`src/rtl/rx_dllp_filter.sv`:
```
// rx_dllp_filter
//   Receive-side DLLP checker and queue. Verifies the CRC-16 of each 48-bit
//   DLLP from the physical layer, classifies it by type, drops corrupt or
//   unsupported DLLPs, coalesces back-to-back ACKs, and buffers survivors in a
//   small FIFO drained by the TX data link layer through valid/ready.
//
// Ports
//   clk            : rising-edge clock
//   reset_n        : synchronous active-low reset
//   phy_dllp       : [47:16] body, [15:0] received CRC
//   phy_dllp_valid : one DLLP per cycle, no backpressure
//   dllp           : head-of-queue DLLP body
//   dllp_valid     : queue non-empty
//   dllp_ready     : consumer accepts dllp this cycle
//   crc_err        : one-cycle pulse on CRC failure
//   crc_err_cnt    : saturating CRC failure count
//   drop_cnt       : saturating count of CRC-good DLLPs discarded
module rx_dllp_filter #(
  parameter int FIFO_DEPTH = 4,
  parameter int CNT_W      = 16
) (
  input  logic             clk,
  input  logic             reset_n,
  input  logic [47:0]      phy_dllp,
  input  logic             phy_dllp_valid,
  output logic [31:0]      dllp,
  output logic             dllp_valid,
  input  logic             dllp_ready,
  output logic             crc_err,
  output logic [CNT_W-1:0] crc_err_cnt,
  output logic [CNT_W-1:0] drop_cnt
);

  localparam int            AW      = $clog2(FIFO_DEPTH);
  localparam int            STAGES  = 2;
  localparam logic [AW:0]   DEPTH_C = (AW+1)'(FIFO_DEPTH);
  localparam logic [AW-1:0] PTR_ONE = AW'(1);

  // Serial CRC-16, poly 0x100B, init 0xFFFF, MSB first, no reflection.
  function automatic logic [15:0] crc16(input logic [31:0] d);
    logic [15:0] c;
    c = 16'hFFFF;
    for (int i = 31; i >= 0; i--) begin
      if (c[15] ^ d[i]) c = {c[14:0], 1'b0} ^ 16'h100B;
      else              c = {c[14:0], 1'b0};
    end
    return c;
  endfunction

  // Input classification (registered into stage 1)
  logic [31:0] in_body;
  logic [7:0]  in_type;
  logic        in_ok, in_ack, in_nak, in_fc;

  assign in_body = phy_dllp[47:16];
  assign in_type = in_body[31:24];
  assign in_ok   = (~crc16(in_body)) == phy_dllp[15:0];
  assign in_ack  = in_type == 8'h00;
  assign in_nak  = in_type == 8'h10;
  assign in_fc   = in_type[7] | in_type[6];

  logic [STAGES:1] vld_pipe;
  logic [31:0]     s1_body, s2_body;
  logic            s1_ok, s1_ack, s1_sup;
  logic            s2_ack, s2_sup;

  // FIFO state
  logic [31:0]   mem     [FIFO_DEPTH];
  logic          mem_ack [FIFO_DEPTH];
  logic [AW-1:0] rd_ptr, wr_ptr, tail;
  logic [AW:0]   count;
  logic          pop, full, coalesce, push, drop;

  assign dllp_valid = count != '0;
  assign dllp       = mem[rd_ptr];
  assign full       = count == DEPTH_C;
  assign pop        = dllp_valid & dllp_ready;
  assign tail       = wr_ptr - PTR_ONE;

  // A sole entry being popped cannot absorb the new ACK; it must be pushed.
  assign coalesce = vld_pipe[2] & s2_ack & dllp_valid & mem_ack[tail] &
                    ~((count == (AW+1)'(1)) & pop);
  assign push     = vld_pipe[2] & s2_sup & ~coalesce & (~full | pop);
  assign drop     = vld_pipe[2] & ~coalesce & ~push;

  always_ff @(posedge clk) begin
    if (!reset_n) begin
      vld_pipe    <= '0;
      s1_body     <= '0;
      s1_ok       <= 1'b0;
      s1_ack      <= 1'b0;
      s1_sup      <= 1'b0;
      s2_body     <= '0;
      s2_ack      <= 1'b0;
      s2_sup      <= 1'b0;
      crc_err     <= 1'b0;
      crc_err_cnt <= '0;
      drop_cnt    <= '0;
      rd_ptr      <= '0;
      wr_ptr      <= '0;
      count       <= '0;
      for (int i = 0; i < FIFO_DEPTH; i++) begin
        mem[i]     <= '0;
        mem_ack[i] <= 1'b0;
      end
    end else begin
      // stage 1: raw DLLP plus check/type flags
      vld_pipe[1] <= phy_dllp_valid;
      s1_body     <= in_body;
      s1_ok       <= in_ok;
      s1_ack      <= in_ack;
      s1_sup      <= in_ack | in_nak | in_fc;

      // stage 2: only CRC-good DLLPs advance
      vld_pipe[2] <= vld_pipe[1] & s1_ok;
      s2_body     <= s1_body;
      s2_ack      <= s1_ack;
      s2_sup      <= s1_sup;
      crc_err     <= vld_pipe[1] & ~s1_ok;
      if (vld_pipe[1] && !s1_ok && crc_err_cnt != '1)
        crc_err_cnt <= crc_err_cnt + CNT_W'(1);

      // push / coalesce / drop decision
      if (drop && drop_cnt != '1)
        drop_cnt <= drop_cnt + CNT_W'(1);
      if (coalesce)
        mem[tail] <= s2_body;
      if (push) begin
        mem[wr_ptr]     <= s2_body;
        mem_ack[wr_ptr] <= s2_ack;
        wr_ptr          <= wr_ptr + PTR_ONE;
      end
      if (pop)
        rd_ptr <= rd_ptr + PTR_ONE;
      if (push && !pop)      count <= count + (AW+1)'(1);
      else if (pop && !push) count <= count - (AW+1)'(1);
    end
  end

endmodule
```
`config.mk`:
```
export PLATFORM = sky130hd
export DESIGN_NAME = rx_dllp_filter
export DESIGN_NICKNAME = d
export VERILOG_FILES = /design/src/rtl/rx_dllp_filter.sv
export SDC_FILE = /design/constraint.sdc
export NUM_CORES = 1
export LEC_CHECK = 0
export CELL_PAD_IN_SITES_DETAIL_PLACEMENT = 1
export CELL_PAD_IN_SITES_GLOBAL_PLACEMENT = 1
export CORE_MARGIN = 2
export CORE_UTILIZATION = 46
export DETAILED_ROUTE_END_ITERATION = 8
export PLACE_DENSITY = 0.77
export SYNTH_ARGS = -nofsm -noshare
export SYNTH_HDL_FRONTEND = slang
export SYNTH_SLANG_ARGS = --single-unit
```
`constraint.sdc`:
```
create_clock -name clk -period 4.5 [get_ports clk]
set_input_delay 0.9 -clock clk [delete_from_list [all_inputs] [get_ports clk]]
set_output_delay 0.9 -clock clk [all_outputs]
set_load 0.01 [all_outputs]
```
; Word-level counts from Yosys, hierarchy flattened
; Memories as Yosys holds them, arrays and structs flattened. A register that Yosys moved wholly into a read port is not among the register bits.
; Cells that the tools add are included.
[totals]
register_bits = 111
mem_bits_rw = 132
input_bits = 52
word_cells = 180
memories = 2
[classes]
addsub = 7
eq_ne = 6
n_mux = 52
n_bitwise = 85
reduce_logical = 14
[mem_list]
columns = memory, words, width, rd, rd_clocked_by_memory_dff, wr, line_no
row1 = mem, 4, 32, 1, 1, 4, 68  ; logic [31:0] mem [FIFO_DEPTH];
row2 = mem_ack, 4, 1, 1, 0, 4, 69  ; logic mem_ack [FIFO_DEPTH];
[ops]
columns = op, count
row1 = $mux 13, 32
row2 = $not 4->4, 31
row3 = $mux 32, 2
row4 = $reduce_or 32->1, 2
row5 = $add 16x1->16 const B, 2
row6 = $ne 16x16->1 const B, 2
row7 = $xor 1x1->1, 28
row8 = $eq 16x16->1, 1
row9 = $not 16->16, 1
row10 = $and 1x1->1, 13
row11 = $mux 1, 11
row12 = $mux 2, 5
row13 = $eq 8x5->1 const B, 1
row14 = $logic_not 8->1, 1
row15 = $mux 3, 2
row16 = $logic_and 1x1->1, 5
row17 = $not 1->1, 5
row18 = $add 2x1->2 const B, 2
row19 = $or 1x1->1, 4
row20 = $add 3x1->3 const B, 1
row21 = $eq 3x1->1 const B, 1
row22 = $eq 3x3->1 const B, 1
row23 = $logic_not 1->1, 3
row24 = $reduce_bool 3->1, 1
row25 = other kinds (5), 7

; Depth between registers and ports, before layout
[logic_depth]
depth_word = 65
mapped_depth = 12

; Least setup slack after synthesis
; Ideal clock, no wire load.
[synth_timing]
path_type = input to register
start = in dllp_ready
end = mem mem[0][0] (enable)
setup_ns = 0.478
arrival_ns = 3.311
t_required_ns = 4.022
slack_ns = 0.711
cell_stages = 10
cell_sequence = a21oi_1 > o22ai_1 > a211oi_1 > nor3b_2 > and2_1 > o21ai_0 > nand2b_1 > clkbuf_1 > clkbuf_1 > nand2_1
[synth_lines]
columns = element, line_no
row1 = "start, declared", 28  ; input logic dllp_ready,
row2 = "end, declared", 68

; Final worst setup path
[layout_timing]
start = in phy_dllp[45]
end = reg s1_ok
[layout_between]
elab_chain_len = 36
elab_cells_between_ends = 77
classes_between = eq/ne: 1 / mux: 30 / bitwise: 46
[layout_lines]
columns = element, line_no
row1 = "start, declared", 24  ; input logic [47:0] phy_dllp,
row2 = $xor 1x1->1 (*), 44  ; if (c[15] ^ d[i]) c = {c[14:0], 1'b0} ^ 16'h100B;
row3 = $mux 13 (*), 44
row4 = $not 4->4 (no line), n/a
row5 = $mux 13 (2 in series), 44
row6 = $not 4->4 (no line), n/a
row7 = $mux 13, 44
row8 = $mux 13 (*), 44
row9 = $mux 13 (3 in series), 44
row10 = (+8 left out), n/a
row11 = $not 4->4 (no line), n/a
row12 = $mux 13 (2 in series), 44
row13 = $not 4->4 (no line), n/a
row14 = $mux 13 (9 in series), 44
row15 = $not 4->4 (no line), n/a
row16 = $mux 13, 44
row17 = $not 16->16 (*), 57  ; assign in_ok = (~crc16(in_body)) == phy_dllp[15:0];
row18 = $eq 16x16->1 (*), 57
row19 = "end signal, assigned", 110  ; s1_ok <= in_ok;
row20 = "end, declared", 64  ; logic s1_ok, s1_ack, s1_sup;
; Mark *: on every way between the ends. The rest lies on a longest branch, timed or not.
; A chain may end at the register's enable or synchronous reset.

==> out/qor.txt <==
status: finished clean
fraction of layout cells with a size suffix above 1: 0.125
FF+latch count, synth: 245
final critical-path setup slack: 0.924 ns
Place WS: 0.376 ns
period utilization: 0.795
setup_tns: 0 ns
Detailed Place HPWL: 17400 um
Arr. time, crit path: 4.00 ns
CP Capture Type: register
average size of a mapped cell: 12.6 sq um
routed vias/inst: 4.97
Antenna Nets Post-Route: 0
Avg WL per Cell: 18.5 um
Core ar.: 0.0235 sq mm
Power Density: 471 mW/mm^2
worst min-delay path class: register to register
clock slew at reported path FFs: 0.06 ns
WL final: 24900 um
nets: 1071
H-tree depth: 1
Distinct cells, synth: 50
Starting Density: 0.470
Slew Limit Fails: 0
RSZ-0062 raised after global routing: false
Hold Buf Count CTS: 0
post_cts resized: 0
Iter 0 DRT Violations: 446
# fillers: 2425
Worst Clk Skew: 0.0152 ns
clock sink count: 245
Relative slew margins: 0.414
later-pin clock latency in the skew report: 0.51 ns
GP Congestion: 0.878
global-route wire length before repair: 39800 um
Syn Inst Count: 882
die area: 0.0253 sq mm
vias post-DR: 6691
DRT Pass-1 Iters: 4
row cnt: 56
DIE HEIGHT: 159 um
CTS tree: yes
CP startpoint kind: input pin
Max Freq: 280 MHz
Lkg Pwr: 5.23 nW
initial antenna violation count: 0
Setup Buffers After CTS: 0
post-layout min period: 3.58 ns
crit-path max FO: 3
dominant synthesized flop cell: edfxtp_1
Final Hold Fails: 0
Cells after DPL: 1301
EDFF count, synth: 129
max-cap violations: 0
syn_nets: 944
gr ovfl total: 0
kind of critical path: input pin to register
Area Growth Syn to Fin: 22.3%
CTS buffer count: 25
Post-Syn Area: 0.0111 sq mm
Clock Path Buffers: 3
number of diodes: 0
Die X: 159 um
VDD IR-drop max: 271 uV
vias in the first global route: 7148
Worst Path Required: 4.92 ns
register area share after synthesis: 0.559
Synth Warn #: 0
I/O pin cnt: 118
largest net degree at the start of global routing: 74
slew of the pin with the lowest slew margin: 0.873 ns
total global-route track usage: 0.198
Root Driver: clkbuf_16
DRC: 0
PortBufs: 117
Setup violations, final: 0
async set-reset flop share out of synthesis: 0
Finished Layout Cells: 1346
## layout make-up
| class | instances | area [sq um] | area share |
|---|---|---|---|
| Sequential cell | 245 | 6200 | 0.458 |
| Tap cell | 319 | 399 | 0.0295 |
| Clock buffer | 34 | 743 | 0.0549 |
| Inverter | 46 | 173 | 0.0128 |
| Timing Repair Buffer | 140 | 1390 | 0.103 |
| Clock inverter | 11 | 104 | 0.00767 |
| Multi-Input combinational cell | 551 | 4540 | 0.335 |
## synth_stat cells (all sizes together) (4+ instances only)
library cell | count | area, sq um
ha | 10 | 125
inv | 46 | 173
clkbuf | 25 | 93.8
nor2b | 6 | 37.5
nor4 | 4 | 37.5
and4 | 5 | 43.8
or3 | 8 | 50.1
xnor3 | 22 | 504
dfxtp | 116 | 2320
and3 | 7 | 43.8
nor2 | 110 | 413
xnor2 | 73 | 778
and2 | 99 | 621
xor2 | 36 | 375
nand2 | 59 | 221
nor3 | 7 | 35.0
nand4 | 7 | 43.8
mux2i | 10 | 100
edfxtp | 129 | 3870
a21boi | 9 | 67.6
o21ai | 14 | 70.1
nand2b | 4 | 25.0
buf | 15 | 76.3
mux4 | 32 | 721
nand3 | 12 | 60.1
## worst max-delay path: stages
cell             delay [ns]
clkdlybuf4s50_1        0.49
inv_1                  0.07
ha_1                   0.31
xnor2_1                0.33
xnor2_1                0.23
xnor3_1                0.48
xnor2_1                0.30
xnor3_1                0.29
nor4_2                 0.21
o22ai_1                0.13
nor4_2                 0.25
## final timing paths
check	start	end	slack, ns	cells after the start
worst max register to register	wr_ptr[0]	drop_cnt[11]	1.35	8
worst min-delay path	s1_body[23]	s2_body[23]	0.43	1
worst min register to register	s1_body[23]	s2_body[23]	0.43	1
worst max-delay path	phy_dllp[45]	s1_ok	0.92	11
## sequential cells by signal (all words and copies together), names as in the netlist, named ones only
name / cells
s1_ack: 1
drop_cnt: 16
s1_sup: 1
wr_ptr: 2
crc_err: 1
s1_body: 32
s1_ok: 1
vld_pipe: 2
rd_ptr: 2
s2_ack: 1
s2_body: 32
crc_err_cnt: 16
count: 3
mem: 128
mem_ack: 4
s2_sup: 1
## metal layers
metal	part of all wire	up-vias	GRT usage	wire length, um
li1	-	3228	-	-
met1	0.45	3285	0.265	11200
met2	0.50	155	0.348	12400
met3	0.042	23	0.0242	1040
met4	0.014	0	0.0459	350
met5	0	-	0	0
## layout by cell type (no fill, tap or decap), types with 9 or more instances in the layout
cell type,count
and2_1,97
o21ai_0,14
xnor2_1,62
buf_4,19
dfxtp_1,115
xnor3_1,17
mux4_2,32
ha_1,10
edfxtp_1,129
clkdlybuf4s50_1,116
clkbuf_16,27
inv_1,46
xor2_1,31
nand2_1,59
nand3_1,12
a21boi_0,9
mux2i_1,10
nor2_1,110
## where the power goes
part | internal [mW] | switching [mW] | total (mW)
sequential | 2.43 | 0.0332 | 2.47
combinational | 0.974 | 0.846 | 1.82
clock | 1.27 | 0.824 | 2.09
total | 4.67 | 1.70 | 6.38
## logic make-up after synthesis
family                     share of synthesized area
AOI/OAI and AO/OA                             0.0193
muxes                                         0.0751
xor gates and xnor gates                       0.154
buffers and inverters                         0.0310
adders and majority gates                     0.0113
DFF                                            0.559
and+or+nand+nor                                0.150
## stage by stage
stage	instance area, sq um	utilization	hold WS, ns	power, mW
5_1_grt	13500	0.575	0.451	6.67
2_1_floorplan	11100	-	0.395	3.88
4_1_cts	13500	0.575	0.429	6.44
3_3_place_gp	12700	0.539	0.415	4.32
6_report	13500	0.575	0.431	6.38
3_5_place_dp	12700	0.539	0.420	4.35
Note: power is estimated with default switching activity, not from simulation.
